[src/rtl/grey_pkg.sv]
// Shared types and default sizes for the Grey-code converter family.
// Holds the history-tracking state enum used by the pipelined converter.
package grey_pkg;

    localparam int GREY_WIDTH = 4;
    localparam int GREY_ERR_W = 8;

    // IDLE: no previous code stored; TRACK: prev_grey holds the last accepted code.
    typedef enum logic {
        IDLE  = 1'b0,
        TRACK = 1'b1
    } grey_state_t;

endpackage

[src/rtl/grey_to_bin_comb.sv]
// Purely combinational Grey-to-binary converter.
// Each binary bit is the XOR of all Grey bits at or above its position.
module grey_to_bin_comb
    import grey_pkg::*;
#(
    parameter int WIDTH = GREY_WIDTH
) (
    input  logic [WIDTH-1:0] grey,
    output logic [WIDTH-1:0] bin
);

    // Reduction form of bin[i] = bin[i+1] ^ g[i]; avoids a self-referencing vector.
    genvar gi;
    generate
        for (gi = 0; gi < WIDTH; gi++) begin : g_bit
            assign bin[gi] = ^grey[WIDTH-1:gi];
        end
    endgenerate

endmodule

[src/rtl/grey_to_bin_pipe.sv]
// Single-register Grey-to-binary pipeline with valid/ready handshakes,
// single-bit-step checking against the previously accepted code and a saturating error counter.
module grey_to_bin_pipe
    import grey_pkg::*;
#(
    parameter int WIDTH = GREY_WIDTH,
    parameter int ERR_W = GREY_ERR_W
) (
    input  logic             clk,
    input  logic             rst,
    input  logic [WIDTH-1:0] grey_in,
    input  logic             in_valid,
    output logic             in_ready,
    input  logic             clear_hist,
    output logic [WIDTH-1:0] bin_out,
    output logic             step_err,
    output logic             out_valid,
    input  logic             out_ready,
    output logic [ERR_W-1:0] err_count
);

    localparam int POP_W = $clog2(WIDTH + 1);

    grey_state_t      r_state;
    logic [WIDTH-1:0] r_prev_grey;
    logic [WIDTH-1:0] r_bin_out;
    logic             r_step_err;
    logic             r_out_valid;
    logic [ERR_W-1:0] r_err_count;

    logic [WIDTH-1:0] w_bin;
    logic [WIDTH-1:0] w_diff;
    logic [POP_W-1:0] w_pop;
    logic             w_in_xfer;
    logic             w_out_xfer;
    logic             w_step_err;
    logic             w_err_sat;

    grey_to_bin_comb #(
        .WIDTH (WIDTH)
    ) u_conv (
        .grey (grey_in),
        .bin  (w_bin)
    );

    assign in_ready   = !r_out_valid || out_ready;
    assign w_in_xfer  = in_valid && in_ready;
    assign w_out_xfer = r_out_valid && out_ready;

    always_comb begin
        w_diff = grey_in ^ r_prev_grey;
        w_pop  = '0;
        for (int i = 0; i < WIDTH; i++) begin
            w_pop = w_pop + POP_W'(w_diff[i]);
        end
    end

    // clear_hist in the same cycle as a transfer makes this word a fresh first sample.
    assign w_step_err = (r_state == TRACK) && !clear_hist && (w_pop != POP_W'(1));
    assign w_err_sat  = (r_err_count == {ERR_W{1'b1}});

    always_ff @(posedge clk) begin
        if (rst) begin
            r_state     <= IDLE;
            r_prev_grey <= '0;
            r_bin_out   <= '0;
            r_step_err  <= 1'b0;
            r_out_valid <= 1'b0;
            r_err_count <= '0;
        end else if (w_in_xfer) begin
            r_state     <= TRACK;
            r_prev_grey <= grey_in;
            r_bin_out   <= w_bin;
            r_step_err  <= w_step_err;
            r_out_valid <= 1'b1;
            if (w_step_err && !w_err_sat) begin
                r_err_count <= r_err_count + ERR_W'(1);
            end
        end else begin
            if (w_out_xfer) begin
                r_out_valid <= 1'b0;
            end
            if (clear_hist) begin
                r_state <= IDLE;
            end
        end
    end

    assign bin_out   = r_bin_out;
    assign step_err  = r_step_err;
    assign out_valid = r_out_valid;
    assign err_count = r_err_count;

endmodule

[config.mk]
export PLATFORM = sky130hd
export DESIGN_NAME = grey_to_bin_pipe
export DESIGN_NICKNAME = d
export VERILOG_FILES = /design/src/rtl/grey_pkg.sv /design/src/rtl/grey_to_bin_comb.sv /design/src/rtl/grey_to_bin_pipe.sv
export SDC_FILE = /design/constraint.sdc
export NUM_CORES = 1
export LEC_CHECK = 0
export BUFFER_PORTS_ARGS = -buffer_cell sky130_fd_sc_hd__buf_2
export CAP_MARGIN = 5
export CORE_UTILIZATION = 54
export CTS_BUF_LIST = sky130_fd_sc_hd__clkbuf_8
export DETAILED_ROUTE_END_ITERATION = 12
export GPL_TIMING_DRIVEN = 1
export PLACE_DENSITY = 0.89
export SYNTH_ARGS = -nofsm -noshare
export SYNTH_HDL_FRONTEND = slang
export SYNTH_SLANG_ARGS = --single-unit
[constraint.sdc]
create_clock -name clk -period 4.52 [get_ports clk]
set_clock_uncertainty 0.05 [all_clocks]
set_input_delay 0.452 -clock clk [delete_from_list [all_inputs] [get_ports clk]]
set_output_delay 0.452 -clock clk [all_outputs]
set_load 0.005 [all_outputs]
==> impl_results.rst, run 1 <==
.. list-table::
   :header-rows: 1

   * - Metric
     - Value
   * - Result of the run
     - finished clean
   * - Number of max-capacitance violations reported
     - 0
   * - Yosys warning count
     - 0
   * - Count of flip-flops with a built-in enable after synthesis
     - 0
   * - Multi-input gate area
     - 484.2 um^2
   * - Width of the die
     - 42.50 um
   * - Io pins
     - 24
   * - Antenna cells
     - 0
   * - List of most frequent post-synthesis cells
     - dfxtp_1, a21oi_1, nand2_1
   * - Depth of the worst register-to-register path
     - 9
   * - Post-route ant nets
     - 0
   * - Via count
     - 806
   * - P_int
     - 0.0002663 W
   * - Critical path required time
     - 4.62 ns
   * - Startpoint of the worst-slack reg-to-reg timing path
     - r_prev_grey[1]
   * - Ys async rst share
     - 0%
   * - Startpoint class of the critical path
     - flop
   * - Total number of placement rows
     - 14
   * - DP HPWL
     - 1267 um
   * - Post-detailed-route DRC marker count
     - 0
   * - Crit Reg-Reg Endpoint
     - err_count[6]
   * - Share of cells above drive strength 1
     - 26.02%
   * - Final Worst Setup Slack
     - 1.398 ns
   * - Number of synthesized register bits
     - 18
   * - Post-route minimum period
     - 3.122 ns
   * - Synth area leaders
     - dfxtp_1, a21oi_1, xnor2_1, nand2_1, ha_1
   * - Post-synthesis sequential area ratio
     - 40.68%
   * - Actual transition at the worst max-transition pin
     - 0.3910 ns
   * - Worst supply voltage drop on vdd
     - 0.1867 mV
   * - 1st-pass router iterations
     - 4
   * - Max clock buf depth
     - 2
   * - Share of Yosys cell area claimed by the top area cell type
     - 40.68%
   * - Type of the setup path with the least slack
     - flop to flop
   * - Critical Path End Type
     - flop
   * - Power share of the clock group
     - 37.5%
   * - Drt initial violations
     - 43
   * - All-Layer GR Usage
     - 25.22%
   * - Die Y-Extent
     - 42.50 um
   * - Summed negative setup slack over all endpoints
     - 0 ns
   * - Insertion delay to the later sink of the worst-skew pair
     - 0.26 ns
   * - Wire length of the first global-routing pass
     - 3422 um
   * - Origin of the worst min-delay path
     - bin_out[1]
   * - Clock edge transition at the registers on the reported setup and hold paths
     - 0.07 ns
   * - Total number of H-tree levels
     - 1
   * - Post-synthesis instance area
     - 885.9 um^2
   * - WL per Instance
     - 13.87 um
   * - Highest attainable clock frequency
     - 320.3 MHz
   * - Endpoint with the worst hold slack
     - bin_out[1]
   * - Distinct cells, synth
     - 31
   * - Hold Fails Final Rpt
     - 0
   * - Sum of overflow across all layers after global routing
     - 0
   * - Via density per instance
     - 5.799
   * - Flop pwr share
     - 47.8%
   * - Most repeated cell in the gate-level netlist after synthesis
     - dfxtp_1
   * - Worst relative slew slack
     - 73.91%
   * - Syn-to-layout area delta
     - 18.08%
   * - Setup repair after global routing missed its margin
     - no
   * - Final critical-path share of the clock period
     - 69.07%
   * - Overall die area
     - 0.001806 mm^2
   * - Register cell area after layout
     - 360.3 um^2
   * - Endpoints failing setup
     - 0
   * - Postcts setup bufs
     - 0
   * - Comb pwr share
     - 14.7%
   * - Pre-CTS setup slack
     - 1.194 ns
   * - Average footprint of a synthesized cell
     - 8.771 um^2
   * - Placeable core region
     - 0.001524 mm^2
   * - Power density normalized to cell area
     - 339.1 mW/mm^2
   * - Clock sink total
     - 18
   * - Net Count, Synth
     - 114
   * - Starting density of the core
     - 58.13%
   * - NetSw
     - 0.00008839 W
   * - Detailed Route WL
     - 1928 um
   * - Count of mapped cells out of synthesis
     - 101
   * - Resized Gates After CTS
     - 0
   * - Vias in the first global route
     - 767
   * - Layout filler cell count
     - 125
   * - Total Nets Final
     - 137
   * - Worst hold-check path type
     - flop to flop
   * - Post-CTS Hold Fix Bufs
     - 0
   * - Leakage Power
     - 0.4428 nW
   * - Crit-path max FO
     - 15
   * - Number of antenna violations at the first check in global routing
     - 0
   * - Slew Limit Fails
     - 0
   * - Largest net degree at the start of global routing
     - 21
   * - Sw Ratio
     - 24.92%
   * - WP data arrival
     - 3.22 ns
   * - Setup slack of the most critical reg-to-reg path
     - 1.40 ns
   * - CTS tree
     - done
   * - CTS root buffer
     - clkbuf_8
   * - Number of buffers added by the clock tree synthesis step
     - 3
   * - Top flip-flop cell by instance count after synthesis
     - dfxtp_1
   * - Post-layout utilization of the core
     - 68.64%
   * - Area leader, netlist
     - dfxtp_1
   * - Routability congestion estimate
     - 0.7592
   * - Cell depth of the worst hold path
     - 2
   * - Port Buf Inserts
     - 23
kinds of logic after synthesis:
group | synth area share [%]
buffers and inverters | 4.661
adders and majority gates | 6.498
xor gates and xnor gates | 6.921
muxes | 2.542
AOI/OAI and AO/OA | 14.83
and+or+nand+nor | 23.87
DFF | 40.68
flip-flops by register name, indices dropped and copies added, names as in the netlist:
name and count:
r_prev_grey 4, out_valid 1, err_count 8, bin_out 3, r_state 1, step_err 1
cells in the final DEF (no fill, tap or decap), types with 2 or more instances in the layout:
cell type	Yosys	routed
nand4_1	2	2
a21oi_1	14	14
nor2_1	5	5
nand2_1	13	13
clkbuf_8	0	4
or3_1	4	4
dfxtp_1	18	18
mux2_2	2	2
xnor2_1	6	6
nand3_1	2	2
ha_1	3	3
buf_2	0	23
inv_1	3	3
o21ai_0	6	6
a211oi_1	2	2
nor2b_1	2	2
worst max-delay path, cell delays in order (launching register included):
cell and delay (ns):
dfxtp_1 0.39, xnor2_1 0.14, fa_1 0.52, inv_1 0.05, ha_1 0.21, ha_1 0.28
nor3b_1 0.05, or4b_4 0.57, nor4_1 0.38, mux2_2 0.38
layout make-up:
cell class                 instances  share of cell area, %
inverter                           3                  1.077
tap                               16                  1.914
clock buffer                       4                  5.263
timing repair buffer              23                  11.00
multi-input combinational         75                  46.29
sequential                        18                  34.45
metrics by stage:
step	hold slack, ns	cells	area, um^2	total power, W
detailed placement	0.3951	135	991.0	0.0002215
global placement	0.3898	135	991.0	0.0002188
finish	0.4023	139	1046	0.0003547
floorplan	0.3981	101	885.9	0.0002071
global route	0.4234	139	1046	0.0003678
CTS	0.4046	139	1046	0.0003536
power by group through the flow:
stage          clock (W)  combinational (W)  sequential [W]
4_1_cts         0.000132          0.0000520        0.000170
3_3_place_gp           0          0.0000463        0.000172
2_1_floorplan          0          0.0000342        0.000173
6_report        0.000133          0.0000520        0.000170
3_5_place_dp           0          0.0000486        0.000173
5_1_grt         0.000140          0.0000579        0.000170
per-layer routing:
metal,GRT usage [%],wire length [um],vias to the layer above
met5,0,0,-
met2,43.69,898,42
met3,4.741,136,10
li1,-,-,394
met4,10.00,59,0
met1,30.46,834,360
worst max-delay path by stage:
| stage | endpoint | slack, ns | depth (start not counted) | startpoint |
|---|---|---|---|---|
| final | err_count[6] | 1.40 | 9 | r_prev_grey[1] |
| after floorplan | err_count[6] | 1.57 | 9 | grey_in[0] |
| after global routing | err_count[6] | 1.30 | 9 | r_prev_grey[1] |
| after detailed placement | err_count[6] | 1.19 | 10 | grey_in[0] |
| after global placement | err_count[6] | 1.33 | 10 | grey_in[0] |
| after CTS | err_count[6] | 1.38 | 9 | r_prev_grey[1] |
No activity file was read; power rests on OpenSTA's default activity.
==> run 2, diff against run 1 <==
--- a/config.mk
+++ b/config.mk
@@ -7,11 +7,11 @@
 export LEC_CHECK = 0
 export BUFFER_PORTS_ARGS = -buffer_cell sky130_fd_sc_hd__buf_2
 export CAP_MARGIN = 5
-export CORE_UTILIZATION = 54
+export CORE_UTILIZATION = 48
 export CTS_BUF_LIST = sky130_fd_sc_hd__clkbuf_8
 export DETAILED_ROUTE_END_ITERATION = 12
 export GPL_TIMING_DRIVEN = 1
-export PLACE_DENSITY = 0.89
+export PLACE_DENSITY = 0.84
 export SYNTH_ARGS = -nofsm -noshare
 export SYNTH_HDL_FRONTEND = slang
 export SYNTH_SLANG_ARGS = --single-unit
==> constraint.sdc (replaced) <==
create_clock -name clk -period 2.69 [get_ports clk]
set_clock_uncertainty 0.05 [all_clocks]
set_input_delay 0.269 -clock clk [delete_from_list [all_inputs] [get_ports clk]]
set_output_delay 0.269 -clock clk [all_outputs]
set_load 0.005 [all_outputs]
==> run 2 against run 1 <==
Effect of this change:
- the flow now finishes with violations (setup timing)
- sequential cell count is the same
- count of clock-buffer cells in the layout is the same
- largest power group unchanged
- via count grew 3.5%
- highest routed layer unchanged
- setup slack lost 1.6 ns
- first-iteration DRC count shrank 70%
- register-to-register slack lost 1.6 ns
- clock power grew 60%
- routed wire length shrank 0.52%
- non-clock buffer count grew 5
- sequential power grew 68%
==> impl_results.rst, run 2 (same netlist as run 1, synthesis figures left out) <==
.. list-table::
   :header-rows: 1

   * - Metric
     - Value
   * - Insertion delay to the later sink of the worst-skew pair
     - 0.25 ns (was 0.26 ns)
   * - Post-CTS Hold Fix Bufs
     - 0 (unchanged)
   * - Starting density of the core
     - 51.30% (was 58.13%)
   * - Total Nets Final
     - 143 (was 137)
   * - CTS root buffer
     - clkbuf_8 (unchanged)
   * - Antenna cells
     - 0 (unchanged)
   * - Width of the die
     - 44.96 um (was 42.50 um)
   * - Commonest non-fill, non-tap cell in the layout
     - buf_2 (unchanged)
   * - Post-route minimum period
     - 2.842 ns (was 3.122 ns)
   * - Postcts setup bufs
     - 0 (unchanged)
   * - Placeable core region
     - 0.001727 mm^2 (was 0.001524 mm^2)
   * - Share of cells above drive strength 1
     - 36.43% (was 26.02%)
   * - Most used cells in the layout excluding fill and tap cells
     - buf_2, dfxtp_1, a21oi_1 (unchanged)
   * - Number of flip-flops under the largest register name
     - 8 (unchanged)
   * - DP HPWL
     - 1333 um (was 1267 um)
   * - Startpoint class of the critical path
     - flop (unchanged)
   * - 1st-pass router iterations
     - 6 (was 4)
   * - WL per Instance
     - 12.45 um (was 13.87 um)
   * - Syn-to-layout area delta
     - 31.78% (was 18.08%)
   * - Highest attainable clock frequency
     - 351.8 MHz (was 320.3 MHz)
   * - Number of antenna violations at the first check in global routing
     - 0 (unchanged)
   * - Clock edge transition at the registers on the reported setup and hold paths
     - 0.07 ns (about the same)
   * - Final hold slack
     - 0.2454 ns (was 0.4023 ns)
   * - Power density normalized to cell area
     - 520.1 mW/mm^2 (was 339.1 mW/mm^2)
   * - Hold Fails Final Rpt
     - 0 (unchanged)
   * - Vias in the first global route
     - 766 (was 767)
   * - Port Buf Inserts
     - 23 (unchanged)
   * - Pwr Total
     - 0.0006071 W (was 0.0003547 W)
   * - Total number of placement rows
     - 15 (was 14)
   * - Layout filler cell count
     - 151 (was 125)
   * - Result of the run
     - complete, but fails checks (was finished clean)
   * - WP data arrival
     - 2.97 ns (was 3.22 ns)
   * - Total number of H-tree levels
     - 1 (unchanged)
   * - Final critical-path share of the clock period
     - 105.7% (was 69.07%)
   * - Via density per instance
     - 5.416 (was 5.799)
   * - Overall die area
     - 0.002021 mm^2 (was 0.001806 mm^2)
   * - Worst relative slew slack
     - 61.72% (was 73.91%)
   * - Type of the setup path with the least slack
     - flop to flop (unchanged)
   * - Actual transition at the worst max-transition pin
     - 0.5736 ns (was 0.3910 ns)
   * - Worst supply voltage drop on vdd
     - 0.2993 mV (was 0.1867 mV)
   * - Leakage Power
     - 0.4984 nW (was 0.4428 nW)
   * - Series of cell instances along the critical path
     - xnor2_2 -> fa_1 -> inv_1 -> ha_2 -> ha_4 -> nor3b_2 -> or4b_4 -> or4_1 -> a21oi_1 (was xnor2_1 -> fa_1 -> inv_1 -> ha_1 -> ha_1 -> nor3b_1 -> or4b_4 -> nor4_1 -> mux2_2)
   * - Critical Path End Type
     - flop (unchanged)
   * - Final Worst Setup Slack
     - -0.1522 ns (was 1.398 ns)
   * - Post-route ant nets
     - 0 (unchanged)
   * - Detailed Route WL
     - 1918 um (was 1928 um)
   * - Slew Limit Fails
     - 0 (unchanged)
   * - Placed instance area
     - 0.001075 mm^2 (was 991.0 um^2)
   * - Die Y-Extent
     - 44.96 um (was 42.50 um)
   * - All-Layer GR Usage
     - 21.49% (was 25.22%)
   * - Post-layout utilization of the core
     - 67.61% (was 68.64%)
   * - Sum of overflow across all layers after global routing
     - 0 (unchanged)
   * - Largest net degree at the start of global routing
     - 21 (unchanged)
   * - Max stage delay cell, worst path
     - fa_1 (was or4b_4)
   * - Setup repair after global routing missed its margin
     - yes (was no)
   * - Post-detailed-route DRC marker count
     - 0 (unchanged)
   * - Endpoints failing setup
     - 6 (was 0)
   * - Max clock buf depth
     - 2 (unchanged)
   * - Number of buffers added by the clock tree synthesis step
     - 3 (unchanged)
   * - Worst hold-check path type
     - input pin to flop (was flop to flop)
   * - CTS tree
     - done (unchanged)
   * - Via count
     - 834 (was 806)
   * - Number of max-capacitance violations reported
     - 0 (unchanged)
   * - Crit-path max FO
     - 7 (was 15)
   * - Critical path required time
     - 2.82 ns (was 4.62 ns)
   * - Summed area of non-filler cells in the final layout
     - 0.001167 mm^2 (was 0.001046 mm^2)
   * - Io pins
     - 24 (unchanged)
   * - Wire length of the first global-routing pass
     - 3208 um (was 3422 um)
   * - Drt initial violations
     - 13 (was 43)
   * - Failing checks
     - setup timing
   * - Routability congestion estimate
     - 0.7390 (was 0.7592)
   * - Clock sink total
     - 18 (unchanged)
   * - Largest incremental delay on the critical path
     - 0.54 ns (was 0.57 ns)
run 2: final timing paths:
kind	startpoint	to	slack [ns]	cells after the start
worst min-delay path	grey_in[2]	r_prev_grey[2]	0.25	3
worst max-delay path	r_prev_grey[3]	err_count[7]	-0.15	9
worst min register to register	step_err	step_err	0.42	2
worst max register to register	r_prev_grey[3]	err_count[7]	-0.15	9
run 2: power breakdown:
| part | internal [W] | switching [W] | leakage, nW |
|---|---|---|---|
| sequential | 0.000278 | 0.00000701 | 0.148 |
| clock | 0.000130 | 0.0000837 | 0.0288 |
| combinational | 0.0000549 | 0.0000539 | 0.322 |
run 2: per-stage QoR:
step	TNS [ns]	std cells	setup slack, ns
after detailed placement	-1.399	149	-0.2694
after global placement	-0.9633	149	-0.1978
after floorplan	-0.1470	101	-0.04774
after CTS	-0.3578	154	-0.1452
after global routing	-0.8503	154	-0.2055
final	-0.3710	154	-0.1522
run 2: repair_timing:
| item | in CTS | in global routing |
|---|---|---|
| cloned | 1 | 0 |
| gates resized for setup | 4 | 0 |
| endpoints found under the setup margin | 8 | 8 |
| pin swaps | 4 | 2 |
run 2: area by class of cell:
class / instances / area, um^2 / area share (%)
inverter: 3 / 11.26 / 0.9646
sequential: 18 / 362.8 / 31.08
clock buffer: 4 / 55.05 / 4.716
timing repair buffer: 28 / 152.6 / 13.08
multi-input combinational: 76 / 554.3 / 47.48
tap: 25 / 31.28 / 2.680
run 2: routing by layer:
layer | wire length [um] | global-route usage, % | vias up | part of all wire (%)
met4 | 19 | 9.697 | 0 | 0.99
met3 | 66 | 3.600 | 4 | 3.4
met5 | 0 | 0 | - | 0
met1 | 802 | 24.94 | 396 | 42
li1 | - | - | 413 | -
met2 | 1029 | 38.26 | 21 | 54
run 2: worst max-delay path, delay by kind of cell, from the launching register on:
| family | cells | cell delay [ns] |
|---|---|---|
| AO/OA/AOI/OAI | 1 | 0.14 |
| buffers and inverters | 1 | 0.04 |
| flip-flops | 1 | 0.33 |
| XOR/XNOR | 1 | 0.14 |
| adder cells (fa/ha/maj) | 3 | 0.99 |
| AND/OR/NAND/NOR | 3 | 1.07 |
